===== src/rtl/rover_drive_ctrl.sv =====
`default_nettype none
// ============================================================================
//  Module   : rover_drive_ctrl
//  Brief    : Two-motor H-bridge drive controller with PWM speed control,
//             soft-start ramping, proximity/red braking, direction-reversal
//             dead time and input synchronisation.
//  Revision : 1.0 - initial release
// ============================================================================
module rover_drive_ctrl #(
    parameter int SENSE_BITS  = 3,
    parameter int PWM_BITS    = 8,
    parameter int DUTY_FAST   = 200,
    parameter int DUTY_SLOW   = 80,
    parameter int RAMP_STEP   = 4,
    parameter int RAMP_DIV    = 1000,
    parameter int DEAD_CYCLES = 50
) (
    input  logic                  clk,
    input  logic                  reset,
    input  logic                  enable,
    input  logic                  dir,
    input  logic [SENSE_BITS-1:0] induct,
    input  logic                  proxim,
    input  logic                  red,
    output logic [3:0]            motor_in,
    output logic [1:0]            motor_en,
    output logic [2:0]            state
);

    localparam int c_centre = SENSE_BITS / 2;
    localparam int c_cnt_w  = $clog2(SENSE_BITS + 1);
    localparam int c_ramp_w = (RAMP_DIV > 1) ? $clog2(RAMP_DIV) : 1;
    localparam int c_dead_w = (DEAD_CYCLES > 1) ? $clog2(DEAD_CYCLES) : 1;

    localparam logic [PWM_BITS-1:0] c_duty_fast = DUTY_FAST[PWM_BITS-1:0];
    localparam logic [PWM_BITS-1:0] c_duty_slow = DUTY_SLOW[PWM_BITS-1:0];
    localparam logic [PWM_BITS:0]   c_step      = RAMP_STEP[PWM_BITS:0];
    localparam logic [c_ramp_w-1:0] c_ramp_last = c_ramp_w'(RAMP_DIV - 1);
    localparam logic [c_dead_w-1:0] c_dead_last = c_dead_w'(DEAD_CYCLES - 1);

    typedef enum logic [2:0] {
        c_st_idle  = 3'd0,
        c_st_run   = 3'd1,
        c_st_brake = 3'd2,
        c_st_dead  = 3'd3
    } state_t;

    state_t                r_state;
    logic [3:0]            r_motor_in;
    logic [1:0]            r_motor_en;
    logic                  r_cur_dir;
    logic [PWM_BITS-1:0]   r_duty_a;
    logic [PWM_BITS-1:0]   r_duty_b;
    logic [PWM_BITS-1:0]   r_pwm_cnt;
    logic [c_ramp_w-1:0]   r_ramp_cnt;
    logic [c_dead_w-1:0]   r_dead_cnt;

    logic                  r_dir_s1, r_dir_s2;
    logic [SENSE_BITS-1:0] r_induct_s1, r_induct_s2;
    logic                  r_prox_s1, r_prox_s2;
    logic                  r_red_s1, r_red_s2;

    logic [c_cnt_w-1:0]    w_left_cnt;
    logic [c_cnt_w-1:0]    w_right_cnt;
    logic [PWM_BITS-1:0]   w_tgt_a;
    logic [PWM_BITS-1:0]   w_tgt_b;
    logic                  w_stop;

    assign w_stop   = r_prox_s2 | r_red_s2;
    assign motor_in = r_motor_in;
    assign motor_en = r_motor_en;
    assign state    = r_state;

    // Step a duty one ramp increment toward its target, landing exactly on it
    function automatic logic [PWM_BITS-1:0] f_ramp(input logic [PWM_BITS-1:0] cur,
                                                   input logic [PWM_BITS-1:0] tgt);
        logic [PWM_BITS:0] w_cur;
        logic [PWM_BITS:0] w_tg;
        w_cur = {1'b0, cur};
        w_tg  = {1'b0, tgt};
        if (w_cur < w_tg) begin
            if (w_cur + c_step >= w_tg) return tgt;
            return cur + c_step[PWM_BITS-1:0];
        end else if (w_cur > w_tg) begin
            if (w_cur - w_tg <= c_step) return tgt;
            return cur - c_step[PWM_BITS-1:0];
        end
        return cur;
    endfunction

    // Two-flop synchronisers for the asynchronous sensor and direction inputs
    always_ff @(posedge clk) begin
        if (reset) begin
            r_dir_s1    <= 1'b0;
            r_dir_s2    <= 1'b0;
            r_induct_s1 <= '0;
            r_induct_s2 <= '0;
            r_prox_s1   <= 1'b0;
            r_prox_s2   <= 1'b0;
            r_red_s1    <= 1'b0;
            r_red_s2    <= 1'b0;
        end else begin
            r_dir_s1    <= dir;
            r_dir_s2    <= r_dir_s1;
            r_induct_s1 <= induct;
            r_induct_s2 <= r_induct_s1;
            r_prox_s1   <= proxim;
            r_prox_s2   <= r_prox_s1;
            r_red_s1    <= red;
            r_red_s2    <= r_red_s1;
        end
    end

    // Count active sensors on each side of the centre sensor
    always_comb begin
        w_left_cnt  = '0;
        w_right_cnt = '0;
        for (int i = 0; i < SENSE_BITS; i++) begin
            if (i > c_centre)
                w_left_cnt = w_left_cnt + c_cnt_w'(r_induct_s2[i]);
            else if (i < c_centre)
                w_right_cnt = w_right_cnt + c_cnt_w'(r_induct_s2[i]);
        end
    end

    // Steering targets: slow the wheel on the side the line has drifted to
    always_comb begin
        w_tgt_a = '0;
        w_tgt_b = '0;
        if (r_induct_s2 == '0) begin
            w_tgt_a = '0;
            w_tgt_b = '0;
        end else if (r_induct_s2[c_centre] || (w_left_cnt == w_right_cnt)) begin
            w_tgt_a = c_duty_fast;
            w_tgt_b = c_duty_fast;
        end else if (w_left_cnt > w_right_cnt) begin
            w_tgt_a = c_duty_slow;
            w_tgt_b = c_duty_fast;
        end else begin
            w_tgt_a = c_duty_fast;
            w_tgt_b = c_duty_slow;
        end
    end

    // Drive FSM with registered bridge outputs, ramp and dead-time counters
    always_ff @(posedge clk) begin
        if (reset) begin
            r_state    <= c_st_idle;
            r_motor_in <= 4'b0000;
            r_motor_en <= 2'b00;
            r_cur_dir  <= 1'b0;
            r_duty_a   <= '0;
            r_duty_b   <= '0;
            r_pwm_cnt  <= '0;
            r_ramp_cnt <= '0;
            r_dead_cnt <= '0;
        end else begin
            r_pwm_cnt  <= r_pwm_cnt + 1'b1;
            r_ramp_cnt <= '0;
            if ((r_state != c_st_idle) && !enable) begin
                r_state    <= c_st_idle;
                r_motor_in <= 4'b0000;
                r_motor_en <= 2'b00;
                r_duty_a   <= '0;
                r_duty_b   <= '0;
                r_dead_cnt <= '0;
            end else begin
                case (r_state)
                    c_st_idle: begin
                        r_motor_in <= 4'b0000;
                        r_motor_en <= 2'b00;
                        r_duty_a   <= '0;
                        r_duty_b   <= '0;
                        if (enable) begin
                            r_state    <= c_st_dead;
                            r_dead_cnt <= '0;
                            r_cur_dir  <= r_dir_s2;
                        end
                    end
                    c_st_dead: begin
                        r_duty_a <= '0;
                        r_duty_b <= '0;
                        if (w_stop) begin
                            r_state    <= c_st_brake;
                            r_motor_in <= 4'b1111;
                            r_motor_en <= 2'b11;
                        end else if (r_dead_cnt == c_dead_last) begin
                            r_state    <= c_st_run;
                            r_motor_in <= r_cur_dir ? 4'b1010 : 4'b0101;
                            r_motor_en <= 2'b00;
                        end else begin
                            r_dead_cnt <= r_dead_cnt + 1'b1;
                            r_motor_in <= 4'b0000;
                            r_motor_en <= 2'b00;
                        end
                    end
                    c_st_run: begin
                        if (w_stop) begin
                            r_state    <= c_st_brake;
                            r_motor_in <= 4'b1111;
                            r_motor_en <= 2'b11;
                            r_duty_a   <= '0;
                            r_duty_b   <= '0;
                        end else if (r_dir_s2 != r_cur_dir) begin
                            r_state    <= c_st_dead;
                            r_motor_in <= 4'b0000;
                            r_motor_en <= 2'b00;
                            r_duty_a   <= '0;
                            r_duty_b   <= '0;
                            r_dead_cnt <= '0;
                            r_cur_dir  <= r_dir_s2;
                        end else begin
                            r_motor_in <= r_cur_dir ? 4'b1010 : 4'b0101;
                            r_motor_en <= {(r_pwm_cnt < r_duty_b), (r_pwm_cnt < r_duty_a)};
                            if (r_ramp_cnt == c_ramp_last) begin
                                r_duty_a <= f_ramp(r_duty_a, w_tgt_a);
                                r_duty_b <= f_ramp(r_duty_b, w_tgt_b);
                            end else begin
                                r_ramp_cnt <= r_ramp_cnt + 1'b1;
                            end
                        end
                    end
                    c_st_brake: begin
                        r_duty_a <= '0;
                        r_duty_b <= '0;
                        if (w_stop) begin
                            r_motor_in <= 4'b1111;
                            r_motor_en <= 2'b11;
                        end else begin
                            r_state    <= c_st_dead;
                            r_motor_in <= 4'b0000;
                            r_motor_en <= 2'b00;
                            r_dead_cnt <= '0;
                            r_cur_dir  <= r_dir_s2;
                        end
                    end
                    default: begin
                        r_state    <= c_st_idle;
                        r_motor_in <= 4'b0000;
                        r_motor_en <= 2'b00;
                    end
                endcase
            end
        end
    end

endmodule
`default_nettype wire


===== config.mk =====
export PLATFORM = sky130hd
export DESIGN_NAME = rover_drive_ctrl
export DESIGN_NICKNAME = d
export VERILOG_FILES = /design/src/rtl/rover_drive_ctrl.sv
export SDC_FILE = /design/constraint.sdc
export NUM_CORES = 1
export LEC_CHECK = 0
export ABC_CLOCK_PERIOD_IN_PS = 3800
export BUFFER_PORTS_ARGS = -buffer_cell sky130_fd_sc_hd__clkbuf_2
export CORE_UTILIZATION = 55
export DETAILED_ROUTE_END_ITERATION = 12
export PLACE_DENSITY = 0.73
export REMOVE_ABC_BUFFERS = 1
export SLEW_MARGIN = 10
export SYNTH_ARGS = -nofsm -noshare
export SYNTH_HDL_FRONTEND = slang
export SYNTH_SLANG_ARGS = --single-unit

===== constraint.sdc =====
create_clock -name clk -period 3.8 [get_ports clk]
set_clock_uncertainty 0.1 [all_clocks]
set_input_delay 1.14 -clock clk [delete_from_list [all_inputs] [get_ports clk]]
set_output_delay 1.14 -clock clk [all_outputs]
set_load 0.03 [all_outputs]

==> results.toml <==
[outcome]
outcome = "finished, violations left"
violations = "DRC"

[timing]
worst_slack_ns = 0.442
fin_crit_ns = 3.36
finalSetupViolCount = 0
finalHoldViolations = 0
slew_violations = 0
timing.fmax_mhz = 298
finalCritPeriodShare_pct = 88.4
tns_ns = 0
rsz0062_at_grt = "false"
relSlewSlack_pct = 60.6
tightest_slew_ns = 0.586

[route]
route.detailed.drc = 2
via_per_inst = 5.94
dr.pass1.iters = 11
drtIter0Drc = 167
avgRoutedWirePerCell_um = 15.0
dr_total_vias = 3188
wirelength_um = 8040
ant_nets = 0

[power]
p_leak_nw = 1.64
finalPower_mw = 1.51
power-per-cell-area_nw_per_um2 = 374
irDropWorstVdd_v = 0.000163

[layout]
fillCellCount = 564
multi_input_area_um2 = 2460
nNetsFinal = 515
n_antenna_cell = 0
drive_above_1_share_pct = 9.13
seqCellArea_um2 = 1100
area_growth_pct = 7.20

[cts]
post_cts_resized = 0
post-cts-setup-buffers = 0
clock-sinks = 55
clock_latency_ns = 0.32
cts_buffers = 5
cts-root-buf = "clkbuf_8"
holdBufCountCts = 0
cts.path.max_buffers = 2
cts_max_level = 2
cts_tree = "done"
clk_transition_reported_paths_ns = 0.11

[job]
maxCapViolCount = 0

[floorplanning]
core_area_um2 = 6460
initial_core_util_pct = 58.1
num_rows = 29
die_w_um = 84.6
dieArea_um2 = 7160
ios = 18
dieHeight_um = 84.6

[global_route]
grt_usage_pct = 24.1
overflow = 0
antenna_found_initial = 0
grt_max_degree = 22
grt_pass1_wl_um = 13900
grt_pass1_vias = 2966

[placed_design]
hpwlAfterDp_um = 6130
gp_congestion = 0.932
place_ws_ns = 0.501
port_buffers = 16

[yosys]
synth-async-reset-ratio_pct = 0
synth_seq_cells = 55
synth_area_um2 = 3750
syn_inst = 444
synth_area_leader_cell = "dfxtp_1"
syn_area_per_cell_um2 = 8.45
seq_area_frac_synth_pct = 29.3
ys.flop_type = "dfxtp_1"
synth_top_area_share_pct = 29.3
yosys.cell_types.count = 67
netlist_top_cells_area = "dfxtp_1 29%, ha_1 15%, nor2_1 4.5%"
synth_edf_count = 0
yosysWarningCount = 0

[setup_path]
required_ns = 3.98
r2r_cells = 13
arrival_ns = 3.53
reg2reg_to = "r_duty_b[5]"
reg2reg_slack_ns = 0.44
cp_max_fo = 9
endpoint = "r_duty_b[5]"
crit_start = "r_induct_s2[0]"
cp-end-kind = "flip-flop"
critPathKind = "flip-flop to flip-flop"
reg2reg_from = "r_induct_s2[0]"
crit_path_start_kind = "flip-flop"

[worst_hold_path]
hold_class = "flip-flop to flip-flop"
cells by family (layout without fill, tap and decap cells):
kind of cell / count (synthesis) / count (layout) / share of synthesized area, %
other: 1 / 1 / 0.0999
buffers and inverters: 47 / 63 / 5.17
flip-flops: 55 / 55 / 29.3
AND/OR/NAND/NOR: 167 / 167 / 23.3
XOR/XNOR: 27 / 27 / 6.30
adder cells (fa/ha/maj): 47 / 47 / 16.1
multiplexers: 3 / 3 / 0.800
AO/OA/AOI/OAI: 97 / 97 / 19.0
cell type report:
cell class	instances	share of cell area (%)
Clock buffer	5	1.71
Tap cell	77	2.39
Multi-Input combinational cell	342	61.1
Inverter	33	3.08
Sequential cell	55	27.4
Clock inverter	3	1.24
Timing Repair Buffer	22	3.11
power breakdown:
part / switching [mW] / total, mW / internal, mW
combinational: 0.281 / 0.450 / 0.170
sequential: 0.0358 / 0.643 / 0.607
clock: 0.209 / 0.413 / 0.204
total: 0.526 / 1.51 / 0.980
worst max-delay path, stage by stage, from the launching register on:
cell      delay [ns]
dfxtp_1         0.37
inv_1           0.07
ha_1            0.32
nor2_1          0.11
nor2_1          0.04
or2_2           0.32
inv_1           0.14
ha_1            0.31
and2_1          0.18
a311o_1         0.44
a211oi_2        0.35
o221ai_1        0.25
o21ai_1         0.20
o21a_1          0.13
worst min-delay path by stage:
stage                   startpoint              to  slack, ns  depth (start not counted)
detailed placement        r_dir_s1        r_dir_s2       0.32                          1
CTS                   r_pwm_cnt[0]    r_pwm_cnt[0]       0.35                          1
global route        r_induct_s1[2]  r_induct_s2[2]       0.38                          1
finish                r_pwm_cnt[0]    r_pwm_cnt[0]       0.35                          1
global placement          r_dir_s1        r_dir_s2       0.32                          1
floorplan             r_pwm_cnt[0]    r_pwm_cnt[0]       0.31                          1
state kept, by name (all words and copies together), names as in the netlist:
signal,count
motor_en,2
motor_in,2
r_cur_dir,1
r_dead_cnt,6
r_dir_s1,1
r_dir_s2,1
r_duty_a,6
r_duty_b,6
r_induct_s1,3
r_induct_s2,3
r_prox_s1,1
r_prox_s2,1
r_pwm_cnt,8
r_ramp_cnt,10
r_red_s1,1
r_red_s2,1
state,2
synth_stat cells (all sizes together) (2+ instances only):
master  instances
nand2          23
o221ai          2
a221o           2
xor2           11
o211a           3
a31o            3
nor3           10
a22o            2
buf             7
nand4           7
nor3b           2
o21a            8
a21oi          14
inv            33
ha             45
o21ai          19
a31oi           8
dfxtp          55
a211oi          7
nor4            3
nand2b         11
or3             8
o31a            2
fa              2
o31ai           5
nand3          20
and3            7
clkbuf          7
o21bai          3
nor2           45
a211o           2
xnor2          16
mux2i           3
nor2b          18
and2            3
o211ai          4
or2             3
a32o            2
layer usage:
layer | GRT usage [%] | wire length [um] | up-vias
li1 | - | - | 1608
met1 | 32.9 | 3710 | 1458
met2 | 39.0 | 3670 | 108
met3 | 4.03 | 499 | 14
met4 | 7.24 | 164 | 0
met5 | 0 | 0 | -
stage by stage:
step | instances | util, % | cell area (um2) | hold WS (ns)
after global placement | 529 | 60.5 | 3910 | 0.321
after floorplan | 430 | - | 3680 | 0.309
after global routing | 537 | 62.3 | 4020 | 0.378
after CTS | 537 | 62.3 | 4020 | 0.352
final | 537 | 62.3 | 4020 | 0.351
after detailed placement | 529 | 60.5 | 3910 | 0.324
layout by cell type (no fill, tap or decap), types with 3 or more instances in the layout:
master    netlist  routed
a211oi_1        6       6
a21oi_1        14      14
a31oi_1         6       6
and2_1          3       3
and3_1          7       7
buf_4           3       6
clkbuf_2        1      16
clkbuf_8        0       5
dfxtp_1        55      55
ha_1           45      45
inv_1          33      33
mux2i_1         3       3
nand2_1        23      23
nand2b_1       11      11
nand3_1        20      20
nand4_1         7       7
nor2_1         45      45
nor2b_1        18      18
nor3_1         10      10
o211a_1         3       3
o21a_1          8       8
o21ai_0        14      14
o21ai_1         5       5
o21bai_1        3       3
o31ai_1         5       5
or3_1           7       7
xnor2_1        16      16
xor2_1         11      11
(Power assumes the default switching activity.)
